===== src/rtl/stream_checksum_appender.sv =====
// rtl/stream_checksum_appender.sv - pass-through stream stage that optionally appends a per-packet byte-masked word-sum trailer
module stream_checksum_appender #(
    parameter int DATA_BUS_WIDTH = 32,
    parameter int COUNT_WIDTH    = 16
) (
    input  logic                        clock,
    input  logic                        reset,
    input  logic [DATA_BUS_WIDTH-1:0]   in_data,
    input  logic [DATA_BUS_WIDTH/8-1:0] in_byte_en,
    input  logic                        in_valid,
    input  logic                        in_end,
    output logic                        in_ready,
    output logic [DATA_BUS_WIDTH-1:0]   out_data,
    output logic [DATA_BUS_WIDTH/8-1:0] out_byte_en,
    output logic                        out_valid,
    output logic                        out_end,
    input  logic                        out_ready,
    input  logic                        append_enable,
    output logic [COUNT_WIDTH-1:0]      packet_count
);

    localparam int BYTES = DATA_BUS_WIDTH / 8;

    typedef enum logic [0:0] {
        PASS    = 1'b0,
        TRAILER = 1'b1
    } state_t;

    state_t                    state;
    state_t                    state_next;
    logic                      first_beat;
    logic                      en_latched;
    logic                      eff_en;
    logic                      can_load;
    logic                      accept;
    logic                      load_beat;
    logic                      load_trailer;
    logic [DATA_BUS_WIDTH-1:0] acc;
    logic [DATA_BUS_WIDTH-1:0] masked;

    // The output register frees up either when empty or when its beat leaves this cycle.
    assign can_load = !out_valid || out_ready;

    // Input is held off while reset is asserted, during the trailer, and while egress is stalled.
    assign in_ready = !reset && (state == PASS) && can_load;
    assign accept   = in_valid && in_ready;

    // On the first beat of a packet the live enable is used; afterwards the latched copy rules.
    assign eff_en = first_beat ? append_enable : en_latched;

    // Zero the bytes whose enables are clear before they enter the sum.
    always_comb begin
        masked = '0;
        for (int i = 0; i < BYTES; i++) begin
            masked[i*8 +: 8] = in_byte_en[i] ? in_data[i*8 +: 8] : 8'h00;
        end
    end

    // Next-state and register-load decisions.
    always_comb begin
        state_next   = state;
        load_beat    = 1'b0;
        load_trailer = 1'b0;
        case (state)
            PASS: begin
                if (accept) begin
                    load_beat = 1'b1;
                    if (in_end && eff_en) begin
                        state_next = TRAILER;
                    end
                end
            end
            TRAILER: begin
                if (can_load) begin
                    load_trailer = 1'b1;
                    state_next   = PASS;
                end
            end
            default: begin
                state_next = PASS;
            end
        endcase
    end

    // State register.
    always_ff @(posedge clock or posedge reset) begin
        if (reset) begin
            state <= PASS;
        end else begin
            state <= state_next;
        end
    end

    // Running sum, first-beat tracking and per-packet enable latch.
    always_ff @(posedge clock or posedge reset) begin
        if (reset) begin
            acc        <= '0;
            first_beat <= 1'b1;
            en_latched <= 1'b0;
        end else if (load_beat) begin
            if (first_beat) begin
                en_latched <= append_enable;
            end
            // A bypassed packet ends here, so its sum is dropped; otherwise the end
            // beat is still folded in before the trailer is emitted.
            if (in_end && !eff_en) begin
                acc <= '0;
            end else begin
                acc <= acc + masked;
            end
            first_beat <= in_end && !eff_en;
        end else if (load_trailer) begin
            acc        <= '0;
            first_beat <= 1'b1;
        end
    end

    // One-deep egress register: forwarded beat, trailer beat, or drain.
    always_ff @(posedge clock or posedge reset) begin
        if (reset) begin
            out_valid   <= 1'b0;
            out_end     <= 1'b0;
            out_data    <= '0;
            out_byte_en <= '0;
        end else if (load_beat) begin
            out_valid   <= 1'b1;
            out_data    <= in_data;
            out_byte_en <= in_byte_en;
            out_end     <= in_end && !eff_en;
        end else if (load_trailer) begin
            out_valid   <= 1'b1;
            out_data    <= acc;
            out_byte_en <= '1;
            out_end     <= 1'b1;
        end else if (out_ready) begin
            out_valid <= 1'b0;
        end
    end

    // Count packets whose final beat has been taken downstream.
    always_ff @(posedge clock or posedge reset) begin
        if (reset) begin
            packet_count <= '0;
        end else if (out_valid && out_ready && out_end) begin
            packet_count <= packet_count + {{(COUNT_WIDTH-1){1'b0}}, 1'b1};
        end
    end

endmodule


===== config.mk =====
export PLATFORM = sky130hd
export DESIGN_NAME = stream_checksum_appender
export DESIGN_NICKNAME = d
export VERILOG_FILES = /design/src/rtl/stream_checksum_appender.sv
export SDC_FILE = /design/constraint.sdc
export NUM_CORES = 1
export LEC_CHECK = 0
export ABC_CLOCK_PERIOD_IN_PS = 3800
export CORE_MARGIN = 2
export CORE_UTILIZATION = 47
export DETAILED_ROUTE_END_ITERATION = 10
export PLACE_DENSITY_LB_ADDON = 0.2
export SLEW_MARGIN = 25
export SYNTH_ARGS = -nofsm -noshare
export SYNTH_HDL_FRONTEND = slang
export SYNTH_SLANG_ARGS = --single-unit

===== constraint.sdc =====
create_clock -name clock -period 3.8 [get_ports clock]
set_input_delay 0.76 -clock clock [delete_from_list [all_inputs] [get_ports clock]]
set_output_delay 0.76 -clock clock [all_outputs]
set_load 0.005 [all_outputs]

# --- Word-level counts from Yosys, hierarchy flattened ---
# Cells that the tools add are included.
word_totals:
  output_inout_bits: 55
  wordCells: 50
  ff_bits: 89
  inputBits: 42
op_classes:
  bitwise: 1
  n_mux: 25
  n_reduce_logical: 13
  add_sub_neg: 2
op_table:
  columns: ["op", "n"]
  rows:
  - ["$mux 32", 5]
  - ["$add 32x32->32", 1]
  - ["$mux 8", 4]
  - ["$add 16x1->16 const B", 1]
  - ["$mux 1", 13]
  - ["$mux 4", 2]
  - ["$logic_and 1x1->1", 7]
  - ["$logic_not 1->1", 3]
  - ["$reduce_bool 3->1", 1]
  - ["$pmux 1 s2", 1]
  - ["$reduce_bool 2->1", 1]
  - ["$logic_or 1x1->1", 1]
  - ["$not 1->1", 1]

# --- Logic depth before layout (Yosys ltp) ---
# Gate-level depths: netlist of the first run.
depth:
  ltp_word: 7
  depth_mapped: 12
  ltp_nobuf: 12

# --- Worst setup path before layout of the first run ---
# Ideal clock, no wire load.
synth_path:
  kind: "input to register"
  startpoint: "input in_data[0]"
  endpoint: "register acc[24]"
  stages: 12
  arrival_ns: 2.830
  setup_slack_ns: 0.849
  setup_ns: 0.121
  cell_sequence: "and2_1 > ha_1 > inv_1 > fa_1 > nor2b_1 > o31ai_4 > a21oi_1 > a21oi_1 > o31ai_1 > nand2_1 > xnor2_1 > a22o_1"
synth_via:
  elab_chain_cells: 4
synth_rtl:
  columns: ["element", "line", "source"]
  rows:
  - ["start: declaration", "8", "input logic [DATA_BUS_WIDTH-1:0] in_data,"]
  - ["$mux 8", "55", "masked[i*8 +: 8] = in_byte_en[i] ? in_data[i*8 +: 8] : 8'h00;"]
  - ["$add 32x32->32", "109", "acc <= acc + masked;"]
  - ["$mux 32", "106", "if (in_end && !eff_en) begin"]
  - ["$mux 32", "100", "end else if (load_beat) begin"]
  - ["end signal: assignment", "109", null]
  - ["end: declaration", "38", "logic [DATA_BUS_WIDTH-1:0] acc;"]
# Every way passes these cells.
# A chain may end at the register's enable or synchronous reset.

# --- Worst setup path in the final report of the first run ---
layout_path:
  startpoint: "input in_byte_en[1]"
  endpoint: "register acc[27]"
layout_via:
  elab_chain_cells: 4
layout_rtl:
  columns: ["element", "line", "source"]
  rows:
  - ["start: declaration", "9", "input logic [DATA_BUS_WIDTH/8-1:0] in_byte_en,"]
  - ["$mux 8", "55", null]
  - ["$add 32x32->32", "109", null]
  - ["$mux 32", "106", null]
  - ["$mux 32", "100", null]
# Every way passes these cells.

==> results of run 1 <==
==> registers in the layout (all words and copies together), names as in the netlist <==
name          cells
acc              32
en_latched        1
first_beat        1
out_valid         1
packet_count     16
out_byte_en       4
out_data         32
state             1
out_end           1
==> routing by layer <==
layer | up-vias | wire (um) | global-route usage (%)
li1 | 2387 | - | -
met1 | 2382 | 6380 | 30.79
met2 | 149 | 6913 | 38.96
met3 | 21 | 667 | 3.618
met4 | 0 | 269 | 8.862
met5 | - | 0 | 0
==> cells in the final DEF, fill, tap and decap left out, types with 3 or more instances in the layout <==
cell,instances
nand4_1,5
dfrtp_1,88
a21o_1,11
a31oi_1,6
a22o_1,6
xor2_1,18
nor3_1,9
ha_1,32
or3_1,5
clkdlybuf4s50_1,96
mux2i_1,13
nand3_1,15
and3_1,4
clkbuf_16,9
and2_1,35
o211ai_1,3
nor2b_1,4
o31ai_1,4
o21a_1,6
nor2_1,29
xnor2_1,20
o21ai_0,44
inv_1,13
a21oi_1,30
a22oi_1,22
a211oi_1,5
o21ai_1,5
buf_4,15
nand2_1,113
==> worst max path at each step <==
| stage | startpoint | endpoint | slack (ps) | cells after the start |
|---|---|---|---|---|
| global route | in_byte_en[0] | acc[28]$_DFFE_PP0P_ | 150 | 14 |
| CTS | in_byte_en[0] | acc[27]$_DFFE_PP0P_ | 330 | 12 |
| floorplan | reset | acc[0]$_DFFE_PP0P_ | 730 | 1 |
| detailed placement | in_byte_en[0] | acc[28]$_DFFE_PP0P_ | -5 | 14 |
| finish | in_byte_en[1] | acc[27]$_DFFE_PP0P_ | 300 | 11 |
| global placement | in_byte_en[0] | acc[24]$_DFFE_PP0P_ | 30 | 14 |
==> kinds of logic (layout without fill, tap and decap cells) <==
group                      count (synthesis)  after routing
buffers and inverters                     42            142
DFF                                       89             89
xor gates and xnor gates                  38             38
and+or+nand+nor                          234            234
adders and majority gates                 33             33
muxes                                     14             14
AOI/OAI and AO/OA                        166            166
==> cell type report <==
class,count,area [um2],area share (%)
Tap cell,143,178.9,2.563
Clock buffer,10,239.0,3.423
Clock inverter,6,67.56,0.9677
Timing Repair Buffer,112,1094,15.66
Inverter,14,53.80,0.7706
Sequential cell,89,2228,31.92
Multi-Input combinational cell,485,3120,44.70
==> where the power goes <==
| group | leakage, nW | internal [mW] | switching [mW] |
|---|---|---|---|
| clock | 0.145 | 0.529 | 0.395 |
| sequential | 1.15 | 1.30 | 0.267 |
| combinational | 1.82 | 0.978 | 1.01 |
| total | 3.12 | 2.81 | 1.68 |
==> metrics by stage <==
stage	hold WS [ps]	worst slack, ps	utilization (%)
2_1_floorplan	449.0	734.8	-
3_3_place_gp	457.5	32.12	58.46
3_5_place_dp	462.4	-4.700	58.46
4_1_cts	480.8	331.9	61.14
5_1_grt	510.0	152.1	61.14
6_report	477.0	304.8	61.14
==> worst max-delay path: stages <==
cell,delay (ps)
clkdlybuf4s50_1,540
and2_1,210
ha_1,370
nand2_1,150
or3_1,360
a21oi_1,150
o311a_1,280
o31ai_1,130
a211oi_1,390
mux2i_1,240
o311ai_1,130
==> cell usage after synthesis (all sizes together), types with 6 or more instances <==
| master | n | area [um2] |
|---|---|---|
| a211oi | 6 | 50.05 |
| a21o | 11 | 82.58 |
| a21oi | 31 | 158.9 |
| a22o | 6 | 52.55 |
| a22oi | 22 | 165.2 |
| a31oi | 6 | 37.54 |
| and2 | 36 | 225.2 |
| clkbuf | 23 | 86.33 |
| dfrtp | 88 | 2202 |
| ha | 32 | 400.4 |
| inv | 14 | 52.55 |
| mux2i | 13 | 130.1 |
| nand2 | 113 | 424.2 |
| nand3 | 15 | 75.07 |
| nand4 | 6 | 43.79 |
| nor2 | 30 | 112.6 |
| nor3 | 10 | 55.05 |
| o21a | 6 | 45.04 |
| o21ai | 50 | 254.0 |
| xnor2 | 20 | 175.2 |
| xor2 | 18 | 157.7 |
==> flow_summary.ini, run 1 <==
[yosys]
async_flop_share_pct = 100.0
synth_area_um2 = 5497
syn_avg_cell_area_um2 = 8.923
synth_edf_count = 0
synth_top_family_by_area = compound AO/OA/AOI/OAI gates
synthMuxAreaShare_pct = 2.572
syn_inst = 616
synth_compound_gate_area_share_pct = 20.28
yosys.area_share.simple_pct = 19.92
synth_adder_area_share_pct = 7.649
synthDistinctLibCells = 62
yosysSeqAreaShare_pct = 40.54
ys_seq_elements = 89
syn_nets = 691
yosys.area_share.xor_xnor_pct = 6.055
synth_ff_type = dfrtp_1
yosys_warnings = 0

[job]
cap_violations = 0

[route]
routed_wl_mm = 14.23
vias_per_cell = 5.750
via_count = 4939
drc = 0
wl_per_cell_um = 16.57
drtPass1Iterations = 5
ant_nets = 0
dr.first_iter.drc_count = 272

[timing]
clock_skew_ps = 6.346
maxSlewViolCount = 0
slew-limit-headroom_pct = 56.46
finalSetupViolCount = 0
rsz0062_at_grt = false
min_period_ps = 3495
min_period_over_period_pct = 91.98
tns_ps = 0
fmax_ghz = 0.2861
worst_pin_slew_ps = 647.2
finalHoldViolCount = 0

[global_route]
grt_pass1_wl_mm = 23.97
grt_pass1_vias = 4949
antenna_found_initial = 0
grt_overflow = 0
grt_max_degree = 58
grt_util_all_layers_pct = 23.34

[cells_and_area]
antenna_cells = 0
syn_to_final_growth_pct = 27.02
final_layout_size_suffix_gt1_share_pct = 6.704
nFillCells = 1011
finalNonFillerCells = 859
final_area_um2 = 6982
layout.nets = 786

[clocking]
cts_tree = built
clock-sinks = 89
ctsHoldBuffers = 0
cts_buffer_depth = 2
insertion_delay_ps = 350
clkTransAtPathRegs_ps = 70
cts_buffers = 9
cts-root-buf = clkbuf_16
cts_resized = 0
h-tree-depth = 3
cts_setup_buffers = 0

[floorplan]
coreArea_um2 = 11420
num_io_pins = 97
start_util_pct = 48.14
die_h_um = 112.1
fp-row-count = 39
die_x_um = 112.1
die_area_um2 = 12580

[worst_setup_path]
r2r_setup_slack_ps = 940
worstPathRequired_ps = 4020
worstSetupPathType = in2reg
ff2ff_path_depth = 12
reg2reg_from = acc[0]$_DFFE_PP0P_
r2r_end = acc[28]$_DFFE_PP0P_
crit_arrival_ps = 3710
cp_max_fo = 9
endpoint_kind = register
start_kind = input port

[placement]
gp_congestion = 0.9207
placed_cell_area_um2 = 6675
hpwlAfterDp_mm = 10.24
port_buffers = 96
placed_cells = 843

[min_path]
hp-class = reg2reg
min_to = en_latched$_DFFE_PP0P_
holdPathStages = 1
min_from = en_latched$_DFFE_PP0P_

[power_and_ir_drop]
vdd.ir_drop.worst_v = 0.0004025
power.total_mw = 4.485
p_leak_nw = 3.116
p_per_area_nw_per_um2 = 642.3

[outcome]
status = completed
(Power assumes the default switching activity.)
==> run 2: changes to the inputs <==
- CORE_UTILIZATION: 47 -> 46
- SETUP_SLACK_MARGIN: default -> 0.02
==> flow_summary.ini, run 2 (synthesized netlist as in run 1, its figures left out) <==
[clocking]
cts_setup_buffers = 0
insertion_delay_ps = 350
cts_buffers = 9
clock-sinks = 89
cts-root-buf = clkbuf_16
cts_tree = built
clkTransAtPathRegs_ps = 60
cts_buffer_depth = 2
h-tree-depth = 3
ctsHoldBuffers = 0
cts_resized = 0

[floorplan]
die_area_um2 = 12840
start_util_pct = 47.73
fp-row-count = 39
die_h_um = 113.3
num_io_pins = 97
coreArea_um2 = 11520
die_x_um = 113.3

[cells_and_area]
final_layout_size_suffix_gt1_share_pct = 7.212
reg.largest.list = acc (32), out_data (32), packet_count (16)
syn_to_final_growth_pct = 27.82
final_cell_mix = nand2_1, clkdlybuf4s50_1, dfrtp_1
nFillCells = 1045
final_common_cell = nand2_1
antenna_cells = 0
post-route-util_pct = 61.01
final_area_um2 = 7025
layout.nets = 791

[placement]
post-place-ws_ps = -17.16
port_buffers = 96
placed_cell_area_um2 = 6738
hpwlAfterDp_mm = 10.08
gp_congestion = 0.9057

[timing]
min_period_over_period_pct = 91.74
finalHoldViolCount = 0
rsz0062_at_grt = false
finalSetupViolCount = 0
whs_ps = 478.8
clock_skew_ps = 8.499
maxSlewViolCount = 0
min_period_ps = 3486
fin_ws_ps = 314.0
slew-limit-headroom_pct = 56.50
fmax_ghz = 0.2869
worst_pin_slew_ps = 651.7

[route]
ant_nets = 0
vias_per_cell = 5.597
routed_wl_mm = 13.89
drc = 0
drtPass1Iterations = 4
via_count = 4836
wl_per_cell_um = 16.08
dr.first_iter.drc_count = 336

[worst_setup_path]
worstSetupPathType = in2reg
slowest_stage = clkdlybuf4s50_1
cp_top_family = compound AO/OA/AOI/OAI gates
r2r_setup_slack_ps = 990
path_cells = clkdlybuf4s50_1 > and2_1 > ha_1 > inv_1 > fa_1 > nor2b_1 > o31ai_4 > a21oi_1 > buf_4 > a21oi_1 > o31ai_1 > a311oi_1 > xor2_1 > o21ai_0
endpoint_kind = register
worstPathRequired_ps = 4080
path_buf_inv = 3
startpoint = in_byte_en[0]
reg2reg_from = acc[0]$_DFFE_PP0P_
start_kind = input port
cp_common_cell = a21oi_1
crit_arrival_ps = 3770
cp_max_fo = 4
max_stage_delay_ps = 510

[global_route]
grt_pass1_wl_mm = 23.88
grt_overflow = 0
grt_max_degree = 55
grt.met2_usage_pct = 36.77
met1_usage_pct = 31.40
use_met3_pct = 4.713
grt-busiest-layer = met2
antenna_found_initial = 0
grt_util_all_layers_pct = 22.97
grt_pass1_vias = 4876

[power_and_ir_drop]
p_leak_nw = 3.153
p_per_area_nw_per_um2 = 633.7
vdd.ir_drop.worst_v = 0.0002959

[outcome]
status = completed

[job]
cap_violations = 0

[min_path]
min_from = out_data[18]$_DFFE_PP0P_
hp-class = reg2reg
[run 2: per-stage QoR]
step | total power, mW | setup TNS (ps) | instances
finish | 4.452 | 0 | 864
global route | 4.801 | 0 | 864
CTS | 4.484 | 0 | 864
detailed placement | 3.576 | -27.05 | 848
global placement | 3.525 | 0 | 848
floorplan | 2.693 | 0 | 616
[run 2: cell type report]
| cell class | count | area [um2] | share of cell area, % |
|---|---|---|---|
| clock buffers | 10 | 229.0 | 3.259 |
| clock inverters | 6 | 58.81 | 0.8370 |
| repair buffers | 117 | 1156 | 16.46 |
| well taps | 143 | 178.9 | 2.547 |
| inverters | 14 | 53.80 | 0.7658 |
| multi-input cells | 485 | 3120 | 44.42 |
| flip-flops and latches | 89 | 2228 | 31.72 |
[run 2: tightest hold or removal path, delay by kind of cell (launching register included)]
kind,cells,cell delay [ps]
flip-flops,1,340
AND/OR/NAND/NOR,2,110
[run 2: path summary, 6_finish.rpt]
kind | to | cells after the start
max | acc[28]$_DFFE_PP0P_ | 14
min | out_data[18]$_DFFE_PP0P_ | 2
max reg2reg | acc[28]$_DFFE_PP0P_ | 12
min reg2reg | out_data[18]$_DFFE_PP0P_ | 2
max in group asynchronous | first_beat$_DFFE_PP1P_ | 3
min in group asynchronous | out_data[4]$_DFFE_PP0P_ | 2
[run 2: per-layer routing]
metal  vias up  wire, um  part of all wire (%)
met1      2316      6569                    47
li1       2394         -                     -
met5         -         0                     0
met2       102      6555                    47
met3        24       528                   3.8
met4         0       238                   1.7
[run 2: report_power, final]
| group | switching [mW] | internal (mW) | leakage (nW) |
|---|---|---|---|
| Clock | 0.379 | 0.506 | 0.146 |
| Combinational | 1.01 | 0.998 | 1.86 |
| Sequential | 0.260 | 1.30 | 1.15 |
| Total | 1.65 | 2.81 | 3.15 |
